[src/rtl/rw_burst_txn_fsm.sv]
// Read/write burst sequencer: one OUT address transaction followed by up to BURST_MAX
// data transactions (IN for reads, OUT for writes), with bounded per-transaction retry.
module rw_burst_txn_fsm #(
  parameter int DATA_W    = 64,
  parameter int ADDR_W    = 16,
  parameter int MAX_RETRY = 3,
  parameter int BURST_MAX = 8,
  parameter int BURST_W   = $clog2(BURST_MAX + 1),
  parameter int RETRY_W   = (MAX_RETRY > 0) ? $clog2(MAX_RETRY + 1) : 1
) (
  input  logic               clk,
  input  logic               rst_b,
  input  logic               read,
  input  logic               write,
  input  logic [ADDR_W-1:0]  mempage,
  input  logic [BURST_W-1:0] burst_len,
  input  logic [DATA_W-1:0]  data_from_OS,
  input  logic [DATA_W-1:0]  data_from_device,
  input  logic               success,
  input  logic               failure,
  output logic               out_trans,
  output logic               in_trans,
  output logic [DATA_W-1:0]  data_to_device,
  output logic [DATA_W-1:0]  data_to_OS,
  output logic               os_valid,
  output logic               os_next,
  output logic [BURST_W-1:0] word_idx,
  output logic               busy,
  output logic               done,
  output logic               ok,
  output logic [RETRY_W-1:0] retry_cnt,
  output logic [2:0]         state_dbg
);

  // Handshake: a transaction is open while out_trans/in_trans is high; the device closes it
  // with a one-cycle success or failure pulse (both together = failure). os_valid marks a
  // fresh data_to_OS word; os_next asks the OS to present the word for the new word_idx.
  typedef enum logic [2:0] {
    S_IDLE = 3'd0,
    S_ADDR = 3'd1,
    S_GAP  = 3'd2,
    S_DIN  = 3'd3,
    S_DOUT = 3'd4,
    S_DONE = 3'd5
  } state_t;

  localparam logic [BURST_W-1:0] BMAX = BURST_W'(BURST_MAX);
  localparam logic [RETRY_W-1:0] RMAX = RETRY_W'(MAX_RETRY);

  state_t              state;
  state_t              ret_phase;
  logic                is_read;
  logic [ADDR_W-1:0]   addr_q;
  logic [BURST_W-1:0]  len_q;
  logic [BURST_W-1:0]  len_eff;
  logic [BURST_W-1:0]  idx_inc;
  logic                last_word;
  logic                in_phase;

  always_comb begin
    len_eff = burst_len;
    if (burst_len == '0)
      len_eff = BURST_W'(1);
    else if (burst_len > BMAX)
      len_eff = BMAX;
  end

  assign idx_inc   = word_idx + BURST_W'(1);
  assign last_word = (idx_inc == len_q);
  assign in_phase  = (state == S_ADDR) || (state == S_DIN) || (state == S_DOUT);
  assign state_dbg = state;

  always_ff @(posedge clk or negedge rst_b) begin
    if (!rst_b) begin
      state          <= S_IDLE;
      ret_phase      <= S_IDLE;
      is_read        <= 1'b0;
      addr_q         <= '0;
      len_q          <= '0;
      out_trans      <= 1'b0;
      in_trans       <= 1'b0;
      data_to_device <= '0;
      data_to_OS     <= '0;
      os_valid       <= 1'b0;
      os_next        <= 1'b0;
      word_idx       <= '0;
      busy           <= 1'b0;
      done           <= 1'b0;
      ok             <= 1'b0;
      retry_cnt      <= '0;
    end else begin
      os_valid <= 1'b0;
      os_next  <= 1'b0;
      done     <= 1'b0;
      if (in_phase && failure) begin
        // Failure wins over a simultaneous success; the phase is re-entered after a gap.
        out_trans <= 1'b0;
        in_trans  <= 1'b0;
        if (retry_cnt == RMAX) begin
          state <= S_DONE;
          done  <= 1'b1;
          ok    <= 1'b0;
        end else begin
          retry_cnt <= retry_cnt + RETRY_W'(1);
          ret_phase <= state;
          state     <= S_GAP;
        end
      end else begin
        case (state)
          S_IDLE: begin
            if (read || write) begin
              is_read        <= read;
              addr_q         <= mempage;
              len_q          <= len_eff;
              word_idx       <= '0;
              retry_cnt      <= '0;
              ok             <= 1'b0;
              busy           <= 1'b1;
              out_trans      <= 1'b1;
              data_to_device <= DATA_W'(mempage);
              state          <= S_ADDR;
            end
          end
          S_ADDR: begin
            if (success) begin
              out_trans <= 1'b0;
              retry_cnt <= '0;
              ret_phase <= is_read ? S_DIN : S_DOUT;
              state     <= S_GAP;
            end
          end
          S_GAP: begin
            state <= ret_phase;
            case (ret_phase)
              S_ADDR: begin
                out_trans      <= 1'b1;
                data_to_device <= DATA_W'(addr_q);
              end
              S_DIN:  in_trans <= 1'b1;
              default: begin
                out_trans      <= 1'b1;
                data_to_device <= data_from_OS;
              end
            endcase
          end
          S_DIN: begin
            if (success) begin
              in_trans   <= 1'b0;
              data_to_OS <= data_from_device;
              os_valid   <= 1'b1;
              word_idx   <= idx_inc;
              retry_cnt  <= '0;
              if (last_word) begin
                state <= S_DONE;
                done  <= 1'b1;
                ok    <= 1'b1;
              end else begin
                ret_phase <= S_DIN;
                state     <= S_GAP;
              end
            end
          end
          S_DOUT: begin
            data_to_device <= data_from_OS;
            if (success) begin
              out_trans <= 1'b0;
              os_next   <= 1'b1;
              word_idx  <= idx_inc;
              retry_cnt <= '0;
              if (last_word) begin
                state <= S_DONE;
                done  <= 1'b1;
                ok    <= 1'b1;
              end else begin
                ret_phase <= S_DOUT;
                state     <= S_GAP;
              end
            end
          end
          S_DONE: begin
            busy  <= 1'b0;
            ok    <= 1'b0;
            state <= S_IDLE;
          end
          default: state <= S_IDLE;
        endcase
      end
    end
  end

endmodule

[config.mk]
export PLATFORM = sky130hd
export DESIGN_NAME = rw_burst_txn_fsm
export DESIGN_NICKNAME = d
export VERILOG_FILES = /design/src/rtl/rw_burst_txn_fsm.sv
export SDC_FILE = /design/constraint.sdc
export NUM_CORES = 1
export LEC_CHECK = 0
export ABC_AREA = 1
export BUFFER_PORTS_ARGS = -buffer_cell sky130_fd_sc_hd__buf_2
export CORE_ASPECT_RATIO = 1.5
export CORE_MARGIN = 4
export CORE_UTILIZATION = 44
export DETAILED_ROUTE_END_ITERATION = 8
export HOLD_SLACK_MARGIN = 0.02
export PLACE_DENSITY_LB_ADDON = 0.15
export SYNTH_ARGS = -nofsm -noshare
export SYNTH_HDL_FRONTEND = slang
export SYNTH_SLANG_ARGS = --single-unit
[constraint.sdc]
create_clock -name clk -period 1.87 [get_ports clk]
set_clock_uncertainty 0.2 [all_clocks]
set_input_delay 0 -clock clk [delete_from_list [all_inputs] [get_ports clk]]
set_output_delay 0 -clock clk [all_outputs]
set_load 0.01 [all_outputs]
==> metrics.yaml <==
seq_power_share_pct: 29.7
rsz0062_at_grt: "true"
async_reset_ff_share_pct: 100
cp-end-kind: "flop"
crit_path_cell_trace: "nor2_4, buf_6, nor2_2, nor3_4, buf_12, buf_4, nand3_1, o21ai_2"
num_vias: 8050
synth_ff_type: "dfrtp_1"
cts_buffers: 17
hold_start: "data_from_device[13]"
fin_ws_ns: -0.0736
cts_tree: "built"
die_h_um: 170
htree_levels: 4
synth.distinct_cells: 33
yosys-mux-area-fraction_pct: 0
wire_per_inst_um: 15.9
ys_seq_elements: 168
synth_top_area_cell: "dfrtp_1"
drt_iter0_markers: 381
tightest_slew_ns: 0.431
drt_wl_total_mm: 26.3
min_path_type: "input port to flop"
post_route_cells_drive_above_1_share_pct: 36.1
r2r-start: "state_dbg[0]"
hold_ws_ns: 0.105
leakage_uw: 0.00669
synth_simple_gate_area_share_pct: 25.1
power_uw: 21100
via_per_inst: 4.88
clkPwrFrac_pct: 17.2
critical_path.top_delay_family: "simple AND/OR/NAND/NOR gates"
clk_pin_slew_worst_paths_ns: 0.07
drv_slew: 0
synth_fa_ha_area_share_pct: 0.324
swShare_pct: 41.8
critPathSlowestCell: "dfrtp_2"
num_rows: 59
root_buffer: "clkbuf_16"
antenna_found_initial: 0
violations: "negative setup slack"
ioPinCount: 298
max_freq_mhz: 515
synth_most_common_cell: "nand2_1"
cpPeakStageDelay_ns: 0.45
power_density_nw_per_um2: 1680
arrival_ns: 2.08
synth_commonest_cells: "nand2_1, dfrtp_1, inv_1"
p_comb_share_pct: 53.1
worstSetupPathType: "flop to flop"
finalCritPeriodShare_pct: 104
syn_nets: 1072
area_growth_syn_to_layout_pct: 62.4
initial_utilization_pct: 44.7
remaining_drc_errors: 0
nets: 1577
p_sw_uw: 8810
synth_top_family_by_area: "simple AND/OR/NAND/NOR gates"
die-width_um: 116
fill_cells: 1253
synth_compound_area_share_pct: 10.2
insertion_delay_ns: 0.41
place.port_buffers: 297
yosys_warnings: 0
coreArea_um2: 17300
status: "finished with violations"
critPathRequiredTime_ns: 2.01
min_period_ns: 1.94
setup.worst_path.start: "state_dbg[0]"
cp-start-kind: "flop"
syn_area_per_cell_um2: 8.43
dieArea_um2: 19800
maxSlewHeadroom_pct: 71.3
cts_num_sinks: 168
fin_tns_setup_ns: -0.376
synth_top_area_share_pct: 54.4
timing.critical_path.buf_inv: 3
synth-edff-count: 0
hold_viol_final: 0
ir_drop_uv: 1500
setup_viol: 20
yosys-top-cells-area: "dfrtp_1, nand2_1, inv_1"
grt-ovfl-total: 0
grt_pass1_wl_mm: 40.7
ys_seq_area_share_pct: 54.4
grtUsageTotal_pct: 26.1
critPathMaxFanout: 10
clock_path_buffers: 2
drt_first_pass_iters: 8
hpwl_mm: 16.6
drtAntennaViolNets: 0
p_int_uw: 12300
grt_start_max_net_pins: 47
syn_area_um2: 7720
grt_pass1_vias: 8321
fin_util_pct: 72.6
max-cap-violations: 0
synthCells: 916
gp_congestion: 0.846
synth_xor_area_share_pct: 0.113
cell type report:
class,count,area (µm²),share of cell area (%)
diodes,1,2.50,0.0200
clock buffers,19,443,3.53
clock inverters,13,159,1.27
inverters,129,499,3.98
multi-input cells,576,3040,24.3
flip-flops and latches,168,4210,33.5
well taps,213,267,2.13
repair buffers,529,3920,31.3
layout by cell type (no fill, tap or decap), types with 6 or more instances in the layout:
cell | synthesis | final
nand2_1 | 325 | 320
nand3_1 | 40 | 25
nor2_1 | 42 | 34
nand2_4 | 2 | 9
clkbuf_16 | 0 | 19
inv_1 | 123 | 120
o21ai_1 | 53 | 49
o221ai_1 | 16 | 15
buf_2 | 13 | 296
buf_4 | 14 | 48
dlygate4sd3_1 | 0 | 155
a21oi_1 | 10 | 9
dfrtp_1 | 168 | 166
buf_12 | 0 | 13
nor2_2 | 1 | 6
buf_6 | 6 | 9
o21ai_2 | 20 | 28
nand3_2 | 20 | 35
o21ai_0 | 16 | 12
power by group through the flow:
stage / combinational [µW] / sequential, µW / clock [µW]
2_1_floorplan: 4840 / 6880 / 0
3_3_place_gp: 9260 / 6200 / 0
6_report: 11200 / 6250 / 3630
4_1_cts: 10500 / 6190 / 3720
5_1_grt: 12300 / 6440 / 3850
3_5_place_dp: 9450 / 6210 / 0
metal layers:
layer,wire length [µm],part of all wire (%),up-vias,GRT usage (%)
li1,-,-,3873,-
met1,9690,37,3757,29.1
met2,13600,52,329,45.5
met3,1620,6.2,91,5.62
met4,1330,5.1,0,14.9
met5,0,0,-,0
stage by stage:
| stage | area [µm²] | std cells | worst slack [ns] |
|---|---|---|---|
| after floorplan | 7720 | 916 | 0.0219 |
| after global placement | 9810 | 1441 | -0.00800 |
| after detailed placement | 9810 | 1441 | -0.0555 |
| after CTS | 12200 | 1640 | -0.0274 |
| after global routing | 12500 | 1647 | -0.153 |
| final | 12500 | 1648 | -0.0736 |
state kept, by name, summed over array words and instances, names as in the netlist:
register	cells
state_dbg	3
busy	1
data_to_device	64
ok	1
in_trans	1
word_idx	4
done	1
os_next	1
out_trans	1
addr_q	16
ret_phase	3
is_read	1
retry_cnt	2
data_to_OS	64
os_valid	1
len_q	4
worst reg2reg max path: stages (launching register included):
cell,delay (ns)
dfrtp_2,0.45
nor2_4,0.20
buf_6,0.14
nor2_2,0.04
nor3_4,0.27
buf_12,0.20
buf_4,0.17
nand3_1,0.11
o21ai_2,0.09
repair_timing:
action / in CTS / in global routing
hold endpoints to repair: 333 / 7
setup buffers: 10 / 6
pin swaps: 6 / 11
hold buffers: 154 / 1
gates resized for setup: 36 / 53
endpoints found under the setup margin: 104 / 147
gates cloned: 3 / 2
worst paths after layout:
path | end | depth (start not counted) | slack [ns]
setup / recovery | data_to_device[43] | 8 | -0.07
hold / removal | data_to_OS[13] | 4 | 0.11
setup reg to reg | data_to_device[43] | 8 | -0.07
hold reg to reg | data_to_OS[23] | 2 | 0.28
max in group asynchronous | data_to_device[36] | 4 | 0.35
min in group asynchronous | data_to_OS[47] | 3 | 0.41
logic make-up (layout without fill, tap and decap cells):
group,after synthesis,count (layout)
and+or+nand+nor,447,447
xor gates and xnor gates,1,1
DFF,168,168
AOI/OAI and AO/OA,125,126
other,0,1
buffers and inverters,173,690
adders and majority gates,2,2
Power figures use the tool's default switching activity.
